$ cat config.mk
export PLATFORM = sky130hd
export DESIGN_NAME = random_state_scheduler
export DESIGN_NICKNAME = d
export VERILOG_FILES = /design/src/rtl/random_state_scheduler.sv
export SDC_FILE = /design/constraint.sdc
export NUM_CORES = 2
export LEC_CHECK = 0
export ABC_CLOCK_PERIOD_IN_PS = 36700
export CAP_MARGIN = 15
export CORE_UTILIZATION = 70
export CTS_CLUSTER_SIZE = 25
export DETAILED_ROUTE_END_ITERATION = 6
export GPL_ROUTABILITY_DRIVEN = 0
export PLACE_DENSITY = 0.95
export SKIP_CTS_REPAIR_TIMING = 1
export SLEW_MARGIN = 15
export SYNTH_ARGS = -nofsm -noshare
export SYNTH_HDL_FRONTEND = slang
export SYNTH_SLANG_ARGS = --single-unit
$ cat constraint.sdc
create_clock -name i_clk -period 36.7 [get_ports i_clk]
set_clock_uncertainty 0.2 [all_clocks]
set_input_delay 7.34 -clock i_clk [delete_from_list [all_inputs] [get_ports i_clk]]
set_output_delay 7.34 -clock i_clk [all_outputs]
set_load 0.01 [all_outputs]
$ cat src/rtl/random_state_scheduler.sv
// Two-state random-duration scheduler: alternates o_state 0/1 with LFSR-drawn dwell times.
// Optional transition statistics counter enabled by defining RSS_STAT_EN.
module random_state_scheduler #(
  parameter int                 DUR_W      = 16,
  parameter int                 CNT_W      = 32,
  parameter logic [DUR_W-1:0]   DEF_S0_MIN = 100,
  parameter logic [DUR_W-1:0]   DEF_S0_MAX = 600,
  parameter logic [DUR_W-1:0]   DEF_S1_MIN = 60,
  parameter logic [DUR_W-1:0]   DEF_S1_MAX = 500,
  parameter logic [DUR_W-1:0]   LFSR_SEED  = 16'hACE1
) (
  input  logic             i_clk,
  input  logic             i_a_rst_n,
  input  logic             i_cfg_valid,
  output logic             o_cfg_ready,
  input  logic [DUR_W-1:0] i_s0_min,
  input  logic [DUR_W-1:0] i_s0_max,
  input  logic [DUR_W-1:0] i_s1_min,
  input  logic [DUR_W-1:0] i_s1_max,
  input  logic [CNT_W-1:0] i_period_num,
  input  logic             i_start,
  input  logic             i_stop,
  output logic             o_state,
  output logic             o_busy,
  output logic             o_done,
  output logic             o_err
`ifdef RSS_STAT_EN
  ,
  output logic [CNT_W-1:0] o_trans_cnt
`endif
);

  typedef enum logic [1:0] {IDLE, S0, S1, DONE} state_t;

  // Galois taps for x^16+x^14+x^13+x^11+1, right-shifting form.
  localparam logic [DUR_W-1:0] LFSR_TAPS = 'hB400;
  localparam logic [DUR_W:0]   ONE_D     = 1;
  localparam logic [CNT_W-1:0] ONE_C     = 1;
  localparam int               PW        = 2*DUR_W + 1;

  state_t           r_state, w_nxt;
  logic [DUR_W:0]   r_cnt, w_cnt_nxt;
  logic [CNT_W-1:0] r_per, w_per_nxt, w_per_inc;
  logic [DUR_W-1:0] r_lfsr, w_lfsr_nxt;
  logic [DUR_W-1:0] r_s0_min, r_s0_max, r_s1_min, r_s1_max;
  logic [CNT_W-1:0] r_pnum;
  logic             r_err;
  logic             r_rst_done;

  logic             w_busy, w_accept, w_cfg_ok, w_load, w_start_ok;
  logic [DUR_W-1:0] w_s0_min, w_s0_max, w_s1_min, w_s1_max;
  logic [DUR_W:0]   w_rng0, w_rng1, w_ld0, w_ld1;
  logic [PW-1:0]    w_prod0, w_prod1;

  assign w_busy      = (r_state == S0) || (r_state == S1);
  assign o_busy      = w_busy;
  assign o_state     = (r_state == S1);
  assign o_done      = (r_state == DONE);
  assign o_err       = r_err;
  assign o_cfg_ready = r_rst_done && (r_state == IDLE);

  assign w_accept = i_cfg_valid && o_cfg_ready;
  assign w_cfg_ok = (i_s0_min != '0) && (i_s1_min != '0) &&
                    (i_s0_min <= i_s0_max) && (i_s1_min <= i_s1_max);
  assign w_load   = w_accept && w_cfg_ok;

  // A start coinciding with an accept runs on the incoming bounds; a
  // coinciding valid accept also overrides a stale error.
  assign w_start_ok = i_start && (r_state == IDLE) && (w_accept ? w_cfg_ok : !r_err);

  assign w_s0_min = w_load ? i_s0_min : r_s0_min;
  assign w_s0_max = w_load ? i_s0_max : r_s0_max;
  assign w_s1_min = w_load ? i_s1_min : r_s1_min;
  assign w_s1_max = w_load ? i_s1_max : r_s1_max;

  // dur = min + ((lfsr * (max-min+1)) >> DUR_W); counter loads dur-1.
  assign w_rng0  = {1'b0, w_s0_max} - {1'b0, w_s0_min} + ONE_D;
  assign w_rng1  = {1'b0, w_s1_max} - {1'b0, w_s1_min} + ONE_D;
  assign w_prod0 = {{(DUR_W+1){1'b0}}, r_lfsr} * {{DUR_W{1'b0}}, w_rng0};
  assign w_prod1 = {{(DUR_W+1){1'b0}}, r_lfsr} * {{DUR_W{1'b0}}, w_rng1};
  assign w_ld0   = {1'b0, w_s0_min} + w_prod0[PW-1:DUR_W] - ONE_D;
  assign w_ld1   = {1'b0, w_s1_min} + w_prod1[PW-1:DUR_W] - ONE_D;

  assign w_lfsr_nxt = (r_lfsr >> 1) ^ (r_lfsr[0] ? LFSR_TAPS : '0);
  assign w_per_inc  = r_per + ONE_C;

  always_comb begin
    w_nxt     = r_state;
    w_cnt_nxt = r_cnt;
    w_per_nxt = r_per;
    case (r_state)
      IDLE: begin
        if (w_start_ok) begin
          w_nxt     = S0;
          w_cnt_nxt = w_ld0;
          w_per_nxt = '0;
        end
      end
      S0: begin
        if (i_stop) begin
          w_nxt = IDLE;
        end else if (r_cnt == '0) begin
          w_nxt     = S1;
          w_cnt_nxt = w_ld1;
        end else begin
          w_cnt_nxt = r_cnt - ONE_D;
        end
      end
      S1: begin
        if (i_stop) begin
          w_nxt = IDLE;
        end else if (r_cnt == '0) begin
          w_per_nxt = w_per_inc;
          if ((r_pnum != '0) && (w_per_inc == r_pnum)) begin
            w_nxt = DONE;
          end else begin
            w_nxt     = S0;
            w_cnt_nxt = w_ld0;
          end
        end else begin
          w_cnt_nxt = r_cnt - ONE_D;
        end
      end
      DONE:    w_nxt = IDLE;
      default: w_nxt = IDLE;
    endcase
  end

  always_ff @(posedge i_clk or negedge i_a_rst_n) begin
    if (!i_a_rst_n) begin
      r_state    <= IDLE;
      r_cnt      <= '0;
      r_per      <= '0;
      r_lfsr     <= LFSR_SEED;
      r_err      <= 1'b0;
      r_rst_done <= 1'b0;
      r_s0_min   <= DEF_S0_MIN;
      r_s0_max   <= DEF_S0_MAX;
      r_s1_min   <= DEF_S1_MIN;
      r_s1_max   <= DEF_S1_MAX;
      r_pnum     <= ONE_C;
    end else begin
      r_state    <= w_nxt;
      r_cnt      <= w_cnt_nxt;
      r_per      <= w_per_nxt;
      r_rst_done <= 1'b1;
      if (w_busy)   r_lfsr <= w_lfsr_nxt;
      if (w_accept) r_err  <= !w_cfg_ok;
      if (w_load) begin
        r_s0_min <= i_s0_min;
        r_s0_max <= i_s0_max;
        r_s1_min <= i_s1_min;
        r_s1_max <= i_s1_max;
        r_pnum   <= i_period_num;
      end
    end
  end

`ifdef RSS_STAT_EN
  logic [CNT_W-1:0] r_trans_cnt;
  logic             w_toggle;

  // o_state is a decode of the state register, so its edges are known one cycle early.
  assign w_toggle    = (r_state == S1) != (w_nxt == S1);
  assign o_trans_cnt = r_trans_cnt;

  always_ff @(posedge i_clk or negedge i_a_rst_n) begin
    if (!i_a_rst_n)    r_trans_cnt <= '0;
    else if (w_toggle) r_trans_cnt <= r_trans_cnt + ONE_C;
  end
`endif

endmodule
# ---- Word level (Yosys, flattened, before mapping)
# Index checks and enable logic that the tools add are counted.
dict set report classes {
  n_addsub 10
  multipliers 2
  div 0
  order_cmp 2
  eq_ne 11
  shifts 0
  n_mux 24
  n_bitwise 1
  n_reduce_logical 22
}
# cell count
set ops {}
lappend ops {{$mux W17} 6}
lappend ops {{$mux W32} 3}
lappend ops {{$mux W16} 5}
lappend ops {{$mul A16 B17 Y33} 2}
lappend ops {{$pmux W32 S2} 1}
lappend ops {{$pmux W17 S3} 1}
lappend ops {{$sub A17 B1 Y17 const B} 3}
lappend ops {{$add A16 B17 Y17} 2}
lappend ops {{$add A17 B1 Y17 const B} 2}
lappend ops {{$sub A16 B16 Y17} 2}
lappend ops {{$add A32 B1 Y32 const B} 1}
lappend ops {{$eq A32 B32 Y1} 1}
lappend ops {{$le A16 B16 Y1} 2}
lappend ops {{$reduce_bool A16 Y1} 2}
lappend ops {{$reduce_bool A32 Y1} 1}
lappend ops {{$logic_not A17 Y1} 1}
lappend ops {{$xor A15 B16 Y16} 1}
lappend ops {{$mux W2} 6}
lappend ops {{$logic_and A1 B1 Y1} 9}
lappend ops {{$pmux W2 S4} 1}
lappend ops {{$ne A2 B2 Y1 const B} 3}
lappend ops {{$ne A3 B2 Y1 const B} 2}
lappend ops {{$reduce_and A5 Y1} 1}
lappend ops {{$eq A2 B2 Y1 const B} 2}
lappend ops {{other kinds (11)} 12}
dict set report word_totals {
  register_bits 165
  latch_bits 0
  mem_bits_rw 0
  romBits 0
  inputBits 101
  output_inout_bits 5
  wordCells 83
  mem_count 0
}

# ---- Logic depth before layout (Yosys ltp)
dict set report depth {
  depth_word 15
  depth_mapped 60
  mapped_depth_nobuf 56
}

# ---- Least setup slack after synthesis
# No wires, ideal clock.
dict set report synth_timing {
  path_kind {input to register}
  start {in i_s0_max[9]}
  end {reg r_cnt[16]}
  setup_time_ns 0.135
  arrival_ns 20.020
  required_time_ns 36.365
  slack_ns 16.345
  path_stages 56
  path_cell_list {inv_1 -> ha_1 -> a21o_1 -> a21o_1 -> a221o_1 -> a221oi_1 -> a21oi_1 -> or4_1 -> clkbuf_1 -> buf_1 -> buf_1 -> mux2_2 -> ha_1 -> ha_1 -> fa_1 -> a21o_1 -> a21oi_1 -> o21bai_1 -> [... 20 more ...] -> and3_1 -> nand3_1 -> a31oi_1 -> a2111o_1 -> a21oi_1 -> o21ai_0 -> xnor2_1 -> ha_1 -> inv_1 -> ha_1 -> or3_1 -> a211oi_1 -> nor3_1 -> or3b_2 -> o21ai_0 -> o21a_1 -> o2bb2ai_1 -> o311ai_1}
}
dict set report synth_via {
  elab_chain_cells 14
}
# element line
set synth_lines {}
lappend synth_lines {{start, declared} 17} ;# input logic [DUR_W-1:0] i_s0_max,
lappend synth_lines {{$le A16 B16 Y1 (*)} 64} ;# (i_s0_min <= i_s0_max) && (i_s1_min <= i_s1_max);
lappend synth_lines {{$logic_and A1 B1 Y1 (*)} 63} ;# assign w_cfg_ok = (i_s0_min != '0) && (i_s1_min != '0) &&
lappend synth_lines {{$logic_and A1 B1 Y1 (*)} 64}
lappend synth_lines {{$logic_and A1 B1 Y1 (*)} 65} ;# assign w_load = w_accept && w_cfg_ok;
lappend synth_lines {{$mux W16 (*)} --}
lappend synth_lines {{named net w_s0_max[0]} 51} ;# logic [DUR_W-1:0] w_s0_min, w_s0_max, w_s1_min, w_s1_max;
lappend synth_lines {{$sub A16 B16 Y17 (*)} 77} ;# assign w_rng0 = {1'b0, w_s0_max} - {1'b0, w_s0_min} + ONE_D;
lappend synth_lines {{$add A17 B1 Y17 (*)} 77}
lappend synth_lines {{$mul A16 B17 Y33 (*)} 79} ;# assign w_prod0 = {{(DUR_W+1){1'b0}}, r_lfsr} * {{DUR_W{1'b0}}, w_rng0};
lappend synth_lines {{$add A16 B17 Y17 (*)} 81} ;# assign w_ld0 = {1'b0, w_s0_min} + w_prod0[PW-1:DUR_W] - ONE_D;
lappend synth_lines {{$sub A17 B1 Y17 (*)} 81}
lappend synth_lines {{$mux W17} 114} ;# if ((r_pnum != '0) && (w_per_inc == r_pnum)) begin
lappend synth_lines {{$mux W17} 112} ;# end else if (r_cnt == '0) begin
lappend synth_lines {{$mux W17} 110} ;# if (i_stop) begin
lappend synth_lines {{$pmux W17 S3 (*)} 91} ;# case (r_state)
lappend synth_lines {{end signal, assigned} 144} ;# r_cnt <= w_cnt_nxt;
lappend synth_lines {{end, declared} 42} ;# logic [DUR_W:0] r_cnt, w_cnt_nxt;
# Mark *: on every way through the listed nets, which the timed path passes. The rest lies on a longest branch. The select of a mux whose other input is x is not followed.
# A chain may end at the register's enable or synchronous reset.

# ---- Worst setup path in the final report
dict set report layout_timing {
  start {in i_s1_max[14]}
  end {reg r_cnt[13]}
}
# element line
set layout_rtl {}
lappend layout_rtl {{start, declared} 19} ;# input logic [DUR_W-1:0] i_s1_max,
lappend layout_rtl {{$le A16 B16 Y1 (*)} 64}
lappend layout_rtl {{$logic_and A1 B1 Y1 (*)} 64}
lappend layout_rtl {{$logic_and A1 B1 Y1 (*)} 65}
lappend layout_rtl {{$mux W16 (*)} --}
lappend layout_rtl {{named net w_s1_min[1]} 51}
lappend layout_rtl {{$sub A16 B16 Y17} 78} ;# assign w_rng1 = {1'b0, w_s1_max} - {1'b0, w_s1_min} + ONE_D;
lappend layout_rtl {{$add A17 B1 Y17} 78}
lappend layout_rtl {{$mul A16 B17 Y33} 80} ;# assign w_prod1 = {{(DUR_W+1){1'b0}}, r_lfsr} * {{DUR_W{1'b0}}, w_rng1};
lappend layout_rtl {{$add A16 B17 Y17 (*)} 82} ;# assign w_ld1 = {1'b0, w_s1_min} + w_prod1[PW-1:DUR_W] - ONE_D;
lappend layout_rtl {{$sub A17 B1 Y17 (*)} 82}
lappend layout_rtl {{$mux W17 (*)} 102} ;# end else if (r_cnt == '0) begin
lappend layout_rtl {{$mux W17 (*)} 100} ;# if (i_stop) begin
lappend layout_rtl {{$pmux W17 S3 (*)} 91}
# Marked as above.

==> out/summary.md <==
The critical path class is input port to flip-flop. The final cell area excluding filler cells is 33,300 um^2, and the overall via count from detail_route is 27,503. During synthesis, Yosys emitted a total of 0 warnings.

The post-synthesis sequential element count was 165; the iteration-0 DRC count of the detailed router was 3,429. The critical path arrival is 23.29 ns, and the worst-case reg-to-reg path depth is 52. The pre-CTS setup slack came out at 13.76 ns. The die outline height was 214 um.

In the routed design, unresolved DRC markers number 29. The average cell area after synthesis is 8.66 um^2, and the area of combinational cells with multiple inputs is 24,000 um^2. Once detail routing completed, the nets flagged for antenna violations numbered 0. The net count of the finished layout is 4,460.

For hold timing, the worst endpoint is r_s1_min[0]$_DFF_PN0_. Setup repair after global routing left no endpoint under its margin. Dividing the detail-routed wire length by the instance count gives 21.7 um. Counting along the longest clock path gives a buffer depth of 2.

The area growth from synthesis to layout is 6.31%. Counting every net in the synthesized netlist gives 4,497. The tools report the core footprint as 44,200 um^2.

In this run the cell area of the synthesized design comes to 31,300 um^2. The checks that failed: design-rule violations. The later pin in the worst-skew pair is clocked with a latency of 0.50 ns. Reg-to-reg critical path startpoint: r_state[0]$_DFFE_PN0P_. Data on the critical path is required at its endpoint by 36.88 ns. The proportion of synthesized flip-flops having asynchronous set or reset is 1.00, and the effective utilization at floorplan is 0.708. The wire-length estimate of the detail-placed layout is 66,500 um.

Entering global routing, the biggest net connects 107 pins. The worst hold path begins at r_s1_min[0]$_DFF_PN0_. For the final count of pins violating max slew, the log shows 0. The worst setup path is captured at a flip-flop.

The die covers 45,600 um^2. Leaving out fill and tap cells, the most frequent cell in the layout is sky130_fd_sc_hd__inv_1. The tools report the destination of the worst register-to-register timing path as r_cnt[13]$_DFFE_PN0P_. The run gives 0 as the number of endpoints failing setup at the final stage. The worst hold path stage count was 1.

The sort of element at the start of the critical path was an input port. The delay of the slowest critical-path stage works out to 0.84 ns. The tools report the proportion of synthesized chip area in sequential cells as 0.133. The clock transition time at the flip-flop clock pins of the worst setup and hold paths was 0.08 ns. The library cells used most frequently in the layout, excluding fill and tap cells, are 636 x sky130_fd_sc_hd__inv_1, 443 x sky130_fd_sc_hd__nand2_1, 418 x sky130_fd_sc_hd__fa_1, 362 x sky130_fd_sc_hd__ha_1, 218 x sky130_fd_sc_hd__and2_1.

After filler insertion, the fill cell instance count of the layout stands at 2,693. Total grt overflow: 0. Of all nets on the critical path, the largest fanout is 82. For flop-to-flop paths, the worst setup slack is 21.41 ns. Timing would allow up to 43.3 MHz. The share of cells above drive strength 1 was 0.0551. By area the synthesized netlist is led by sky130_fd_sc_hd__fa_1 27%, sky130_fd_sc_hd__ha_1 14%, sky130_fd_sc_hd__dfrtp_1 11%, sky130_fd_sc_hd__inv_1 7.6%, sky130_fd_sc_hd__nand2_1 5.3%. The ratio of final minimum period to clock period is 0.630. The shortest period the worst path allows is 23.11 ns, and the number of vias per cell is 6.57. Number of global-route vias before repair: 28,961. The synthesized netlist contains 83 unique library cells. The most repeated library cell on the critical path is sky130_fd_sc_hd__fa_1. Across the whole layout, storage elements account for 4160 um^2. The floorplan has 77 rows. Path type of the worst min-delay path: flip-flop to flip-flop. The run gives 90,600 um as the aggregate routed wire length. TritonCTS built the clock tree. The run gives 146,000 um as the wire length of the first global-routing pass. The final worst-path setup slack was 13.59 ns.

The die boundary width works out to 214 um. The max capacitance violation total is 0. The count of TritonRoute iterations in the first routing pass is 7, and the total CTS buffers is 17. At the pin with the least slew margin, the transition time is 1.22 ns. The most used flip-flop cell after synthesis is sky130_fd_sc_hd__dfrtp_1.

The fraction of synthesized cell area taken by the top area cell type is 0.267. For the final routed database, the setup TNS stands at 0 ns. The dominant cell type by area after synthesis is sky130_fd_sc_hd__fa_1. The tree built by TritonCTS fans out to 165 sinks. The library cell contributing the largest single delay on the critical path was sky130_fd_sc_hd__buf_4. The number of top-level design ports was 106; the number of antenna violations at the first check in global routing was 4. The worst slew margin relative to its limit was 0.180; the number of synthesized flops with an enable pin was 0. In this run the cell area measured after placement is 32,700 um^2. Global-route total usage across every layer: 0.413. The clock tree synthesis step divided the H-tree into 4 levels. The run finished, with violations left.

Buffers placed on the I/O ports in this run total 105. The clock root buffer was sky130_fd_sc_hd__clkbuf_16. The number of instances in the synthesized netlist is 3,616, and the number of failing hold endpoints at the final stage is 0.
[cells in the mapped netlist (all sizes together), types with 59 or more instances]
library cell and count:
o21ai 130, nand3 59, dfrtp 139, nand4 63, nor3 68, a21oi 100
clkbuf 173, nand2 443, inv 636, mux2 59, fa 418, nor2 74
xnor2 89, ha 362, and2 218
[worst max-delay path by stage]
stage | from | to | slack (ns) | cells past startpoint
6_report | i_s1_max[14] | r_cnt[13]$_DFFE_PN0P_ | 13.59 | 55
5_1_grt | i_s1_max[11] | r_cnt[13]$_DFFE_PN0P_ | 13.24 | 55
4_1_cts | i_s1_max[14] | r_cnt[13]$_DFFE_PN0P_ | 14.07 | 55
3_5_place_dp | i_s1_max[14] | r_cnt[13]$_DFFE_PN0P_ | 13.76 | 55
3_3_place_gp | i_s0_max[9] | r_cnt[16]$_DFFE_PN0P_ | 14.31 | 53
2_1_floorplan | i_s0_max[9] | r_cnt[16]$_DFFE_PN0P_ | 16.34 | 56
[routing by layer]
layer / global-route usage / wire length (um)
met1: 0.496 / 31600
met2: 0.668 / 42000
met3: 0.106 / 10900
met4: 0.257 / 6170
met5: 0 / 0
[worst max-delay path: cells and delay by family]
family	cells	cell delay (ns)
muxes	2	0.71
AOI/OAI and AO/OA	20	5.16
and+or+nand+nor	6	1.44
buffers and inverters	10	2.11
xor gates and xnor gates	3	0.83
adders and majority gates	14	5.61
[state kept, by name, summed over array words and instances, names as in the netlist, 2 cells and up]
register / count
r_s0_min: 16
r_cnt: 17
r_s1_min: 16
r_s0_max: 16
r_state: 2
r_per: 32
r_s1_max: 16
r_lfsr: 16
r_pnum: 32
[per-stage QoR]
stage               hold slack [ns]  utilization  std cells
floorplan                     0.240            -       3616
global placement              0.259        0.739       4152
detailed placement            0.265        0.739       4152
CTS                           0.283        0.753       4184
global route                  0.296        0.753       4186
finish                        0.285        0.753       4186
[cell type report]
cell class / instances / area share
inverters: 636 / 0.0717
multi-input cells: 2609 / 0.720
clock buffers: 17 / 0.0128
flip-flops and latches: 165 / 0.125
clock inverters: 15 / 0.00612
well taps: 592 / 0.0222
diodes: 2 / 0.000150
repair buffers: 150 / 0.0417
[cell families after synthesis]
logic type,Yosys count,share of synthesized area
and+or+nand+nor,1109,0.183
buffers and inverters,842,0.103
adders and majority gates,780,0.412
AOI/OAI and AO/OA,502,0.104
DFF,165,0.133
xor gates and xnor gates,139,0.0389
muxes,78,0.0274
other,1,0.000120
Power is not shown: default switching activity piles up to over one toggle a cycle in this logic, so the estimate is an artifact.
